File: src/rtl/mem_arbiter.sv
// rtl/mem_arbiter.sv - round-robin arbiter sharing one main-memory port between I-cache and D-cache
// One block transfer at a time; each transfer ends with a one-cycle RELEASE that unstalls its owner.
module mem_arbiter #(
    parameter int ADDR_W = 28,
    parameter int DATA_W = 128
) (
    input  logic              CLK,
    input  logic              RESET,
    input  logic              I_READ,
    input  logic [ADDR_W-1:0] I_ADDR,
    output logic [DATA_W-1:0] I_READDATA,
    output logic              I_BUSYWAIT,
    input  logic              D_READ,
    input  logic              D_WRITE,
    input  logic [ADDR_W-1:0] D_ADDR,
    input  logic [DATA_W-1:0] D_WRITEDATA,
    output logic [DATA_W-1:0] D_READDATA,
    output logic              D_BUSYWAIT,
    output logic              M_READ,
    output logic              M_WRITE,
    output logic [ADDR_W-1:0] M_ADDR,
    output logic [DATA_W-1:0] M_WRITEDATA,
    input  logic [DATA_W-1:0] M_READDATA,
    input  logic              M_BUSYWAIT
);

    localparam logic [1:0] IDLE    = 2'd0;
    localparam logic [1:0] SERVE_I = 2'd1;
    localparam logic [1:0] SERVE_D = 2'd2;
    localparam logic [1:0] RELEASE = 2'd3;

    localparam logic SIDE_I = 1'b0;
    localparam logic SIDE_D = 1'b1;

    logic [1:0]        state;
    logic [1:0]        state_next;
    logic              owner;
    logic              last_grant;
    logic              first_cycle;
    logic              op_write;
    logic [ADDR_W-1:0] addr_q;
    logic [DATA_W-1:0] wdata_q;

    logic i_req;
    logic d_req;
    logic grant_valid;
    logic grant_side;
    logic in_serve;
    logic complete;

    assign i_req    = I_READ;
    assign d_req    = D_READ | D_WRITE;
    assign in_serve = (state == SERVE_I) || (state == SERVE_D);

    // The first SERVE cycle never completes, so memory always sees the strobe for a full cycle.
    assign complete = in_serve && !first_cycle && !M_BUSYWAIT;

    always_comb begin
        grant_valid = i_req | d_req;
        grant_side  = SIDE_I;
        if (i_req && d_req) begin
            grant_side = (last_grant == SIDE_I) ? SIDE_D : SIDE_I;
        end else if (d_req) begin
            grant_side = SIDE_D;
        end
    end

    always_comb begin
        state_next = state;
        case (state)
            IDLE: begin
                if (grant_valid) begin
                    state_next = (grant_side == SIDE_D) ? SERVE_D : SERVE_I;
                end
            end
            SERVE_I, SERVE_D: begin
                if (complete) begin
                    state_next = RELEASE;
                end
            end
            RELEASE: state_next = IDLE;
            default: state_next = IDLE;
        endcase
    end

    always_ff @(posedge CLK or negedge RESET) begin
        if (!RESET) begin
            state       <= IDLE;
            owner       <= SIDE_I;
            last_grant  <= SIDE_I;
            first_cycle <= 1'b0;
            op_write    <= 1'b0;
            addr_q      <= '0;
            wdata_q     <= '0;
        end else begin
            state <= state_next;
            if (state == IDLE && grant_valid) begin
                owner       <= grant_side;
                last_grant  <= grant_side;
                first_cycle <= 1'b1;
                if (grant_side == SIDE_D) begin
                    // A write-back always goes ahead of the refill it accompanies.
                    op_write <= D_WRITE;
                    addr_q   <= D_ADDR;
                    wdata_q  <= D_WRITEDATA;
                end else begin
                    op_write <= 1'b0;
                    addr_q   <= I_ADDR;
                    wdata_q  <= '0;
                end
            end else if (in_serve) begin
                first_cycle <= 1'b0;
            end
        end
    end

    always_ff @(posedge CLK or negedge RESET) begin
        if (!RESET) begin
            I_READDATA <= '0;
            D_READDATA <= '0;
        end else if (complete && !op_write) begin
            if (owner == SIDE_I) begin
                I_READDATA <= M_READDATA;
            end else begin
                D_READDATA <= M_READDATA;
            end
        end
    end

    assign M_READ      = in_serve && !op_write;
    assign M_WRITE     = in_serve && op_write;
    assign M_ADDR      = addr_q;
    assign M_WRITEDATA = wdata_q;

    assign I_BUSYWAIT = i_req && !(state == RELEASE && owner == SIDE_I);
    assign D_BUSYWAIT = d_req && !(state == RELEASE && owner == SIDE_D);

endmodule
File: config.mk
export PLATFORM = sky130hd
export DESIGN_NAME = mem_arbiter
export DESIGN_NICKNAME = d
export VERILOG_FILES = /design/src/rtl/mem_arbiter.sv
export SDC_FILE = /design/constraint.sdc
export NUM_CORES = 1
export LEC_CHECK = 0
export CORE_AREA = 2 2 285 287
export DETAILED_ROUTE_END_ITERATION = 7
export DIE_AREA = 0 0 287 289
export DONT_BUFFER_PORTS = 1
export GPL_TIMING_DRIVEN = 0
export HOLD_SLACK_MARGIN = 0.08
export SLEW_MARGIN = 20
export SYNTH_ARGS = -nofsm -noshare
export SYNTH_HDL_FRONTEND = slang
export SYNTH_SLANG_ARGS = --single-unit
export TNS_END_PERCENT = 50
File: constraint.sdc
create_clock -name CLK -period 2.1 [get_ports CLK]
set_input_delay 0.21 -clock CLK [delete_from_list [all_inputs] [get_ports CLK]]
set_output_delay 0.21 -clock CLK [all_outputs]
set_load 0.01 [all_outputs]
==> summary.md, run 1 <==
| Metric | Value |
|---|---|
| Post-synthesis xor/xnor area fraction | 0 |
| Dpl hpwl | 41600 um |
| Clk_skew | between 0.01 and 0.015 ns |
| Die height | between 200 and 300 um |
| R2r worst-path depth | 8 |
| Post-Syn Nets | 1304 |
| R2r endpoint | I_READDATA[125] |
| CP Cell Sequence | inv_2 > ha_4 > and2b_4 > and3_4 > buf_6 > buf_12 > buf_16 > mux2_2 |
| Cells after Synth | 984 |
| Row count | 104 |
| Max-slew headroom | 0.432 |
| Number of fill cells | between 7000 and 8000 |
| Status | complete, but fails checks |
| Complex-gate fraction of the synthesized area | 0.0866 |
| Switching share of power | 0.367 |
| Clock group share of total power | 0.230 |
| Drt pass-1 iters | 5 |
| Main combinational cell family by area after synthesis | multiplexers |
| Post-synth EDFFs | 0 |
| Via Count | 10367 |
| Crit path DAT | 2.50 ns |
| Slowest cell on the critical path | dfrtp_1 |
| Root buffer cell | clkbuf_16 |
| Sequential Power Share | 0.516 |
| Post-synthesis mux area share | 0.202 |
| Post-DRT Antenna Nets | 0 |
| Starting Density | 0.196 |
| Total congestion overflow | 0 |
| Dpl cells | 2044 |
| HP Class | in -> async |
| Reg area | 10400 sq um |
| Total track usage | 0.129 |
| Power per Cell Area | around 1500 nW/um^2 |
| Synth warnings | 0 |
| Comb power frac | 0.254 |
| First-pass GRT wire length | 79000 um |
| Worst-case vdd ir drop | 0.817 mV |
| Post-detailed-route DRC marker count | 0 |
| Final Hold Violating Endpoints | ~420 |
| Cell Area, Synth | ~16000 sq um |
| RePlAce Congestion | 0.892 |
| Avg Synthesized Cell Area | 15.9 sq um |
| Min cycle time layout | slightly above 2 ns |
| Post-Synth Simple-Gate Area | 0.0113 |
| Most common cell after layout, fill and taps aside | dfrtp_1 |
| Fraction of registers with async set/reset | 1.00 |
| Routed WL | 56900 um |
| Synth Register Bits | approximately 420 |
| Port bufs | 0 |
| TritonCTS clock tree | yes |
| Post-synthesis adder-cell area fraction | 0.00160 |
| # setup viols final | 0 |
| CP max FO | 11 |
| Clk slew on worst S/H paths | ~0.06 ns |
| P_int | 21.4 mW |
| CTS Buf Count | 44 |
| Vias/cell | ~4.2 |
| Layout net count | 1674 |
| # IOs | 734 |
| H-tree levels | 2 |
| Vias in the first global route | 11383 |
| Internal reg-to-reg setup slack | 0.05 ns |
| Synth unique cells | 28 |
| CTS Sinks | 417 |
| Most frequent cells in the layout | dfrtp_1 (417), dlygate4sd3_1 (318), mux2_2 (244) |
| Crit start category | register |
| WS Path Type | reg -> reg |
| Final period util | 0.976 |
| Initial drt markers | 319 |
| Largest net degree at the start of global routing | 418 |
| CTS Hold Bufs | 318 |
| Net Switching | 12.4 mW |
| Worst Path Required | 2.55 ns |
| Core area | 79900 sq um |
| Clock tree buffer depth | 3 |
| Worst-Margin Slew | 0.852 ns |
| Clock latency on the worst-skew pair | 0.57 ns |
| Share of cells above drive strength 1 | 0.279 |
| CP endpoint kind | register |
| Hold slack | -0.665 ns |
| RSZ-0062 raised after global routing | true |
| Initial antenna violation count | 1 |
| Die width | 287 um |
| Layout Cells excl Fill | 2449 |
| Leakage | 9.41 nW |
| Max Fclk | 0.488 GHz |
| Area grow syn2layout | 39.5% |
| Reg2reg start | state[1] |
| Routed wire length per instance | 23.2 um |
| Area of the multi-input gates | 4760 sq um |
| Register area share after synthesis | 0.665 |
| Final Max Slew Viols | 0 |
| Max-Cap Viols | 0 |
| Failing checks | hold timing |
| Predominant post-synthesis flop cell | dfrtp_1 |
| Total die area | 82900 sq um |
| CP max stage delay | 0.37 ns |
through the flow:
step / setup WS, ns / TNS, ns / instance area (sq um) / util / power [mW]
after floorplan: 0.235 / 0 / 15700 / - / 21.7
after global placement: -0.135 / -21.01 / 17000 / 0.213 / 24.7
after detailed placement: -0.181 / -27.00 / 17000 / 0.213 / 25.1
after CTS: 0.000498 / 0 / 21900 / 0.274 / 34.0
after global routing: -0.0207 / -0.128 / 21900 / 0.274 / 35.4
final: 0.0499 / 0 / 21900 / 0.274 / 33.8
logic make-up (layout without fill, tap and decap cells):
group / after synthesis / after routing
multiplexers: 285 / 285
AO/OA/AOI/OAI: 168 / 168
AND/OR/NAND/NOR: 42 / 42
buffers and inverters: 70 / 474
flip-flops: 417 / 417
other: 0 / 1
adder cells (fa/ha/maj): 2 / 2
worst max-delay path by stage:
| stage | endpoint | slack (ns) | cells past startpoint | from |
|---|---|---|---|---|
| 3_5_place_dp | I_READDATA[13] | -0.18 | 7 | state[0] |
| 6_report | I_READDATA[125] | 0.05 | 8 | state[1] |
| 3_3_place_gp | D_READDATA[7] | -0.14 | 7 | state[0] |
| 5_1_grt | I_READDATA[119] | -0.02 | 8 | state[1] |
| 2_1_floorplan | I_READDATA[117] | 0.24 | 7 | state[0] |
| 4_1_cts | I_READDATA[73] | 0.0005 | 8 | state[1] |
flip-flops by register name, summed over array words and instances (netlist names):
| signal | cells |
|---|---|
| D_READDATA | 128 |
| I_READDATA | 128 |
| M_WRITEDATA | 128 |
| M_ADDR | 28 |
| state | 2 |
| first_cycle | 1 |
| last_grant | 1 |
| op_write | 1 |
what timing repair did:
item,CTS,global route
setup buffers,3,2
endpoints found under the hold margin,832,417
gates resized for setup,29,9
endpoints found under the setup margin,230,109
cloned,2,1
pin swaps,1,2
critical path: cells and delay by family (launching register included):
kind | cells | cell delay (ns)
buffers and inverters | 4 | 0.50
AND/OR/NAND/NOR | 2 | 0.43
flip-flops | 1 | 0.37
multiplexers | 1 | 0.34
adder cells (fa/ha/maj) | 1 | 0.28
power groups by stage:
stage          Clock, mW  Sequential [mW]  Combinational [mW]
2_1_floorplan          0             15.7                6.04
4_1_cts             8.01             17.5                8.47
5_1_grt             8.31             17.8                9.25
6_report            7.77             17.4                8.57
3_5_place_dp           0             17.6                7.53
3_3_place_gp           0             17.5                7.14
final cells by class:
| class | count | area share |
|---|---|---|
| clock buffer | 67 | 0.0603 |
| clock inverter | 13 | 0.00618 |
| inverter | 5 | 0.000858 |
| multi-input combinational | 497 | 0.218 |
| tap | 1060 | 0.0606 |
| timing repair buffer | 324 | 0.149 |
| antenna | 1 | 0.000114 |
| buffer | 65 | 0.0283 |
| sequential | 417 | 0.477 |
per-layer routing:
metal,wire length (um),vias to the layer above,track usage
met5,0,-,0
met4,3490,0,0.0771
met3,5040,126,0.0412
met2,29900,644,0.241
met1,18500,5249,0.123
li1,-,4348,-
cell usage after synthesis, drive strengths merged, types with 2 or more instances:
cell type	n	area (sq um)
a22o	128	1120
buf	59	472
clkbuf	6	22.5
dfrtp	417	10400
ha	2	25.0
inv	5	18.8
mux2	256	2880
mux2i	29	290
nand2	32	120
nand3	2	10.0
nor2	4	15.0
o21ai	31	155
o2bb2ai	2	17.5
(Power assumes the default switching activity.)
==> run 2, diff against run 1 <==
Settings changed: GPL_TIMING_DRIVEN 0 to not set, MAX_ROUTING_LAYER set to met4.
==> run 2 against run 1 <==
  * The flow still finishes with violations (hold timing)
  * First-iteration DRC count is 14% higher
  * Critical path depth is 1 lower
  * Count of clock-buffer cells in the layout is 5 lower
  * Sequential share of layout area is 0.19 points higher
  * Power is 0.72% lower
  * Maximum frequency hardly changed
  * Sequential power hardly changed
  * Routed wire length is 8.8% lower
  * Critical path type unchanged
  * Largest power group unchanged
==> summary.md, run 2 (synthesized netlist as in run 1, its figures left out) <==
| Metric | Value |
|---|---|
| Status | complete, but fails checks |
| Failing checks | hold timing |
| Max-Cap Viols | 0 |
| Hold slack | -0.651 ns |
| Total congestion overflow | 0 |
| Final Hold Violating Endpoints | approximately 420 |
| CP endpoint kind | register |
| Die height | 289 um |
| Starting Density | 0.196 |
| Post-DP Area | 16900 sq um |
| Dpl cells | 2012 |
| Initial drt markers | 364 |
| Layout net count | 1646 |
| Core area | 79900 sq um |
| Via Count | 9943 |
| Area grow syn2layout | 38.9% |
| Total power | roughly 34 mW |
| Leakage | 9.35 nW |
| TritonCTS clock tree | yes |
| Dpl hpwl | 36600 um |
| CTS Buf Count | 44 |
| Vias in the first global route | 10883 |
| Worst-case vdd ir drop | 0.770 mV |
| Worst Path Required | 2.54 ns |
| CTS Sinks | roughly 420 |
| Most common cell after layout, fill and taps aside | dfrtp_1 |
| Crit path DAT | ~2.5 ns |
| Power per Cell Area | roughly 1500 nW/um^2 |
| Port bufs | 0 |
| Final Max Slew Viols | 0 |
| # setup viols final | 0 |
| Worst-Margin Slew | 0.919 ns |
| Root buffer cell | clkbuf_16 |
| Reg area | about 10000 sq um |
| Min cycle time layout | between 2 and 2.5 ns |
| Largest net degree at the start of global routing | 418 |
| Total track usage | 0.120 |
| Number of fill cells | 7959 |
| Finished Cell Area | about 22000 sq um |
| Crit start category | register |
| Layout Cells excl Fill | 2418 |
| Initial antenna violation count | 3 |
| Clock tree buffer depth | 3 |
| Area of the multi-input gates | about 4800 sq um |
| Clk_skew | 0.0164 ns |
| First-pass GRT wire length | 72600 um |
| Clk slew on worst S/H paths | 0.06 ns |
| Total die area | roughly 83000 sq um |
| Routed wire length per instance | 21.5 um |
| Clock latency on the worst-skew pair | 0.57 ns |
| HP Class | in -> async |
| Row count | 104 |
| Post-detailed-route DRC marker count | 0 |
| Most frequent cells in the layout | dfrtp_1 (417), dlygate4sd3_1 (318), mux2_2 (244) |
| RePlAce Congestion | 0.847 |
| # IOs | around 730 |
| Max-slew headroom | 0.387 |
| Routed WL | 51900 um |
| RSZ-0062 raised after global routing | false |
| CTS Hold Bufs | 318 |
| Vias/cell | about 4.1 |
| Die width | 287 um |
| Setup ws final | between 0.04 and 0.05 ns |
| CP max FO | 13 |
| WS Path Type | reg -> reg |
| Share of cells above drive strength 1 | 0.268 |
| Post-DRT Antenna Nets | 0 |
| Final period util | 0.976 |
| H-tree levels | 2 |
| Drt pass-1 iters | 5 |
| Max Fclk | 0.488 GHz |
| Pre-CTS WS | -0.0131 ns |
-- run 2: cell count changes in the layout (fill, tap and decap cells not counted), moves of 4 or more --
cell,previous run,this run
buf_6,14,2
bufinv_16,1,5
buf_2,29,0
buf_4,4,26
buf_8,6,0
clkbuf_1,17,9
-- run 2: cell type report --
type                       instances  area share
timing repair buffer             361       0.171
tap                             1060      0.0609
clock inverter                    13     0.00970
sequential                       417       0.479
antenna                            3    0.000345
clock buffer                      62      0.0578
multi-input combinational        497       0.220
inverter                           5    0.000861
-- run 2: power breakdown --
part / switching, mW / leakage (nW) / internal [mW]
clock: 3.17 / 0.720 / 4.78
combinational: 3.27 / 3.51 / 4.85
sequential: 5.53 / 5.12 / 11.9
total: 12.0 / 9.35 / 21.5
-- run 2: metrics by stage --
stage                     TNS (ns)  hold slack [ns]   util
after floorplan                  0          -0.0856      -
after global placement           0          -0.0771  0.212
after detailed placement    -0.109          -0.0763  0.212
after CTS                        0           -0.708  0.272
after global routing             0           -0.697  0.273
final                            0           -0.651  0.273
-- run 2: critical path, stage by stage, from the launching register on --
cell and delay [ns]:
dfrtp_1 0.37, inv_1 0.09, ha_4 0.27, and2b_4 0.17, and3_4 0.21, buf_4 0.16, bufbuf_16 0.31, mux2_2 0.34
-- run 2: path summary, 6_finish.rpt --
kind	to	slack (ns)	cells after the start	startpoint
hold reg to reg	op_write	0.52	2	op_write
min in group CLK	M_WRITEDATA[31]	0.31	2	D_WRITEDATA[31]
hold / removal	I_READDATA[11]	-0.65	0	RESET
setup / recovery	I_READDATA[5]	0.05	7	state[1]
setup reg to reg	I_READDATA[5]	0.05	7	state[1]
max in group asynchronous	M_ADDR[2]	1.99	0	RESET
-- run 2: timing repair --
action                                  in CTS  in global routing
cloned                                       2                  0
endpoints found under the setup margin      27                 28
gates resized for setup                      2                  5
pin swaps                                    1                  0
buffers inserted                             7                  1
endpoints found under the hold margin      833                417
-- run 2: routing by layer --
layer  GRT usage  vias up  part of all wire  routed length [um]
li1            -     4281                 -                   -
met1       0.112     4973              0.33               17000
met2       0.212      576              0.51               26700
met3      0.0390      113             0.090                4670
met4      0.0784        0             0.069                3580
met5           -        -                 0                   0
==> run 3, diff against run 2 <==
==> constraint.sdc (replaced) <==
create_clock -name CLK -period 2.1 [get_ports CLK]
set_input_delay 0 -clock CLK [delete_from_list [all_inputs] [get_ports CLK]]
set_output_delay 0 -clock CLK [all_outputs]
set_load 0.01 [all_outputs]
==> run 3 against run 2 <==
  * The run still ends with hold timing left
  * Utilization increased by 1.1 points
  * Maximum frequency increased by 0.46%
  * Die area unchanged
  * Sequential power about the same
  * Worst hold slack got worse by 0.21 ns
  * Non-clock buffer count increased by 87
  * Largest cell class unchanged
  * Highest routed layer unchanged
==> summary.md, run 3 (synthesized netlist as in run 1, its figures left out) <==
| Metric | Value |
|---|---|
| First-pass GRT wire length | approximately 76000 um |
| Final Hold Violating Endpoints | 417 |
| CTS Sinks | 417 |
| H-tree levels | 2 |
| Clock latency on the worst-skew pair | 0.57 ns |
| Drt pass-1 iters | 5 |
| Routed WL | 54000 um |
| Status | complete, but fails checks |
| Crit start category | register |
| Most frequent CP cell | buf_16 |
| Clock tree buffer depth | 3 |
| Net Switching | approximately 12 mW |
| Via Count | 10384 |
| Root buffer cell | clkbuf_16 |
| Starting Density | 0.196 |
| Final period util | 0.972 |
| Post-detailed-route DRC marker count | 0 |
| Worst Path Required | 2.52 ns |
| CTS Buf Count | 44 |
| Most common cell after layout, fill and taps aside | dfrtp_1 |
| Worst-case vdd ir drop | ~0.95 mV |
| R2r worst-path depth | 8 |
| Max-Cap Viols | 0 |
| RSZ-0062 raised after global routing | false |
| Post-DRT Antenna Nets | 0 |
| Util after Layout | 0.284 |
| Total congestion overflow | 0 |
| Power per Cell Area | about 1500 nW/um^2 |
| Vias in the first global route | 11368 |
| Min cycle time layout | 2.04 ns |
| Vias/cell | 4.14 |
| CP max stage delay | 0.37 ns |
| Most frequent cells in the layout | dfrtp_1 (417), dlygate4sd3_1 (405), mux2_2 (244) |
| CP endpoint kind | register |
| Layout net count | 1733 |
| TritonCTS clock tree | yes |
| P_int | 21.7 mW |
| Setup ws final | 0.0588 ns |
| Core area | 79900 sq um |
| Failing checks | hold timing |
| Pre-CTS WS | -0.0131 ns |
| CP max FO | 12 |
| Switching share of power | 0.360 |
| Clock group share of total power | 0.237 |
| Area grow syn2layout | 44.5% |
| Final Max Slew Viols | 0 |
| Hold slack | -0.862 ns |
| Worst-Margin Slew | 0.903 ns |
| Row count | 104 |
| Total track usage | 0.125 |
| Port bufs | 0 |
| RePlAce Congestion | 0.847 |
| Crit path DAT | 2.46 ns |
| Routed wire length per instance | 21.5 um |
| Total die area | 82900 sq um |
| WS Path Type | reg -> reg |
| Comb power frac | 0.246 |
| Share of cells above drive strength 1 | 0.252 |
| Clk_skew | around 0.022 ns |
| HP Class | in -> async |
| Clk slew on worst S/H paths | 0.06 ns |
| # IOs | roughly 730 |
| Area of the multi-input gates | 4790 sq um |
| Max Fclk | 0.490 GHz |
| Sequential Power Share | 0.517 |
| Number of fill cells | just under 8000 |
| Reg area | 10400 sq um |
| Dpl hpwl | 36600 um |
| Initial drt markers | 379 |
| Die height | 289 um |
| Slowest cell on the critical path | dfrtp_1 |
| Largest net degree at the start of global routing | 418 |
| Max-slew headroom | 0.398 |
| CTS Hold Bufs | 405 |
| Leakage | 9.71 nW |
| # setup viols final | 0 |
| Initial antenna violation count | 4 |
| CP Cell Sequence | inv_1 > ha_4 > and2b_4 > and3_4 > buf_16 > buf_12 > buf_16 > mux2_2 |
| Die width | 287 um |
==> run 3: cell types whose count changed in the layout (fill, tap and decap cells not counted), sizes merged <==
cell	delta
diode	+1
buf	+1
dlygate4sd3	+87
bufbuf	-1
==> run 3: critical path, delay by kind of cell, from the launching register on <==
family | cells | cell delay (ns)
adder cells (fa/ha/maj) | 1 | 0.27
buffers and inverters | 4 | 0.50
AND/OR/NAND/NOR | 2 | 0.38
multiplexers | 1 | 0.34
flip-flops | 1 | 0.37
==> run 3: final cells by class <==
cell class,instances,share of cell area
clock inverter,13,0.00933
sequential,417,0.460
multi-input combinational,497,0.212
clock buffer,62,0.0555
antenna,4,0.000442
inverter,5,0.000828
timing repair buffer,448,0.203
tap,1060,0.0585
==> run 3: metrics by stage <==
stage | total power [mW] | TNS [ns] | cells | instance area, sq um | hold slack, ns
global route | 35.4 | 0 | 2506 | 22700 | -0.907
detailed placement | 24.8 | -0.109 | 2012 | 16900 | -0.286
global placement | 24.3 | 0 | 2012 | 16900 | -0.287
CTS | 33.9 | 0 | 2501 | 22600 | -0.918
finish | 33.8 | 0 | 2506 | 22700 | -0.862
floorplan | 21.7 | 0 | 984 | 15700 | -0.296
==> run 3: final timing paths <==
check	end	slack [ns]	startpoint
setup reg to reg	I_READDATA[72]	0.06	state[1]
hold reg to reg	op_write	0.52	op_write
hold / removal	I_READDATA[11]	-0.86	RESET
min in group CLK	M_WRITEDATA[62]	0.12	D_WRITEDATA[62]
max in group asynchronous	M_ADDR[2]	2.21	RESET
setup / recovery	I_READDATA[72]	0.06	state[1]
==> run 3: power by group through the flow <==
stage | Combinational (mW) | Sequential (mW) | Clock, mW
3_3_place_gp | 6.76 | 17.6 | 0
4_1_cts | 8.10 | 17.6 | 8.22
2_1_floorplan | 6.04 | 15.7 | 0
3_5_place_dp | 7.21 | 17.6 | 0
6_report | 8.33 | 17.5 | 8.00
5_1_grt | 8.98 | 17.9 | 8.54
==> run 3: repair_timing <==
item	4_1_cts	5_1_grt
gates cloned	2	0
resized for setup	2	7
endpoints found under the hold margin	834	417
buffers inserted	7	1
endpoints found under the setup margin	27	27
pin swaps	1	0
==> run 3: routing by layer <==
layer  part of all wire  vias up  global-route usage
li1                   -     4463                   -
met3              0.094      131              0.0409
met4              0.067        0              0.0820
met1               0.32     5158               0.116
met5                  0        -                   -
met2               0.52      632               0.221
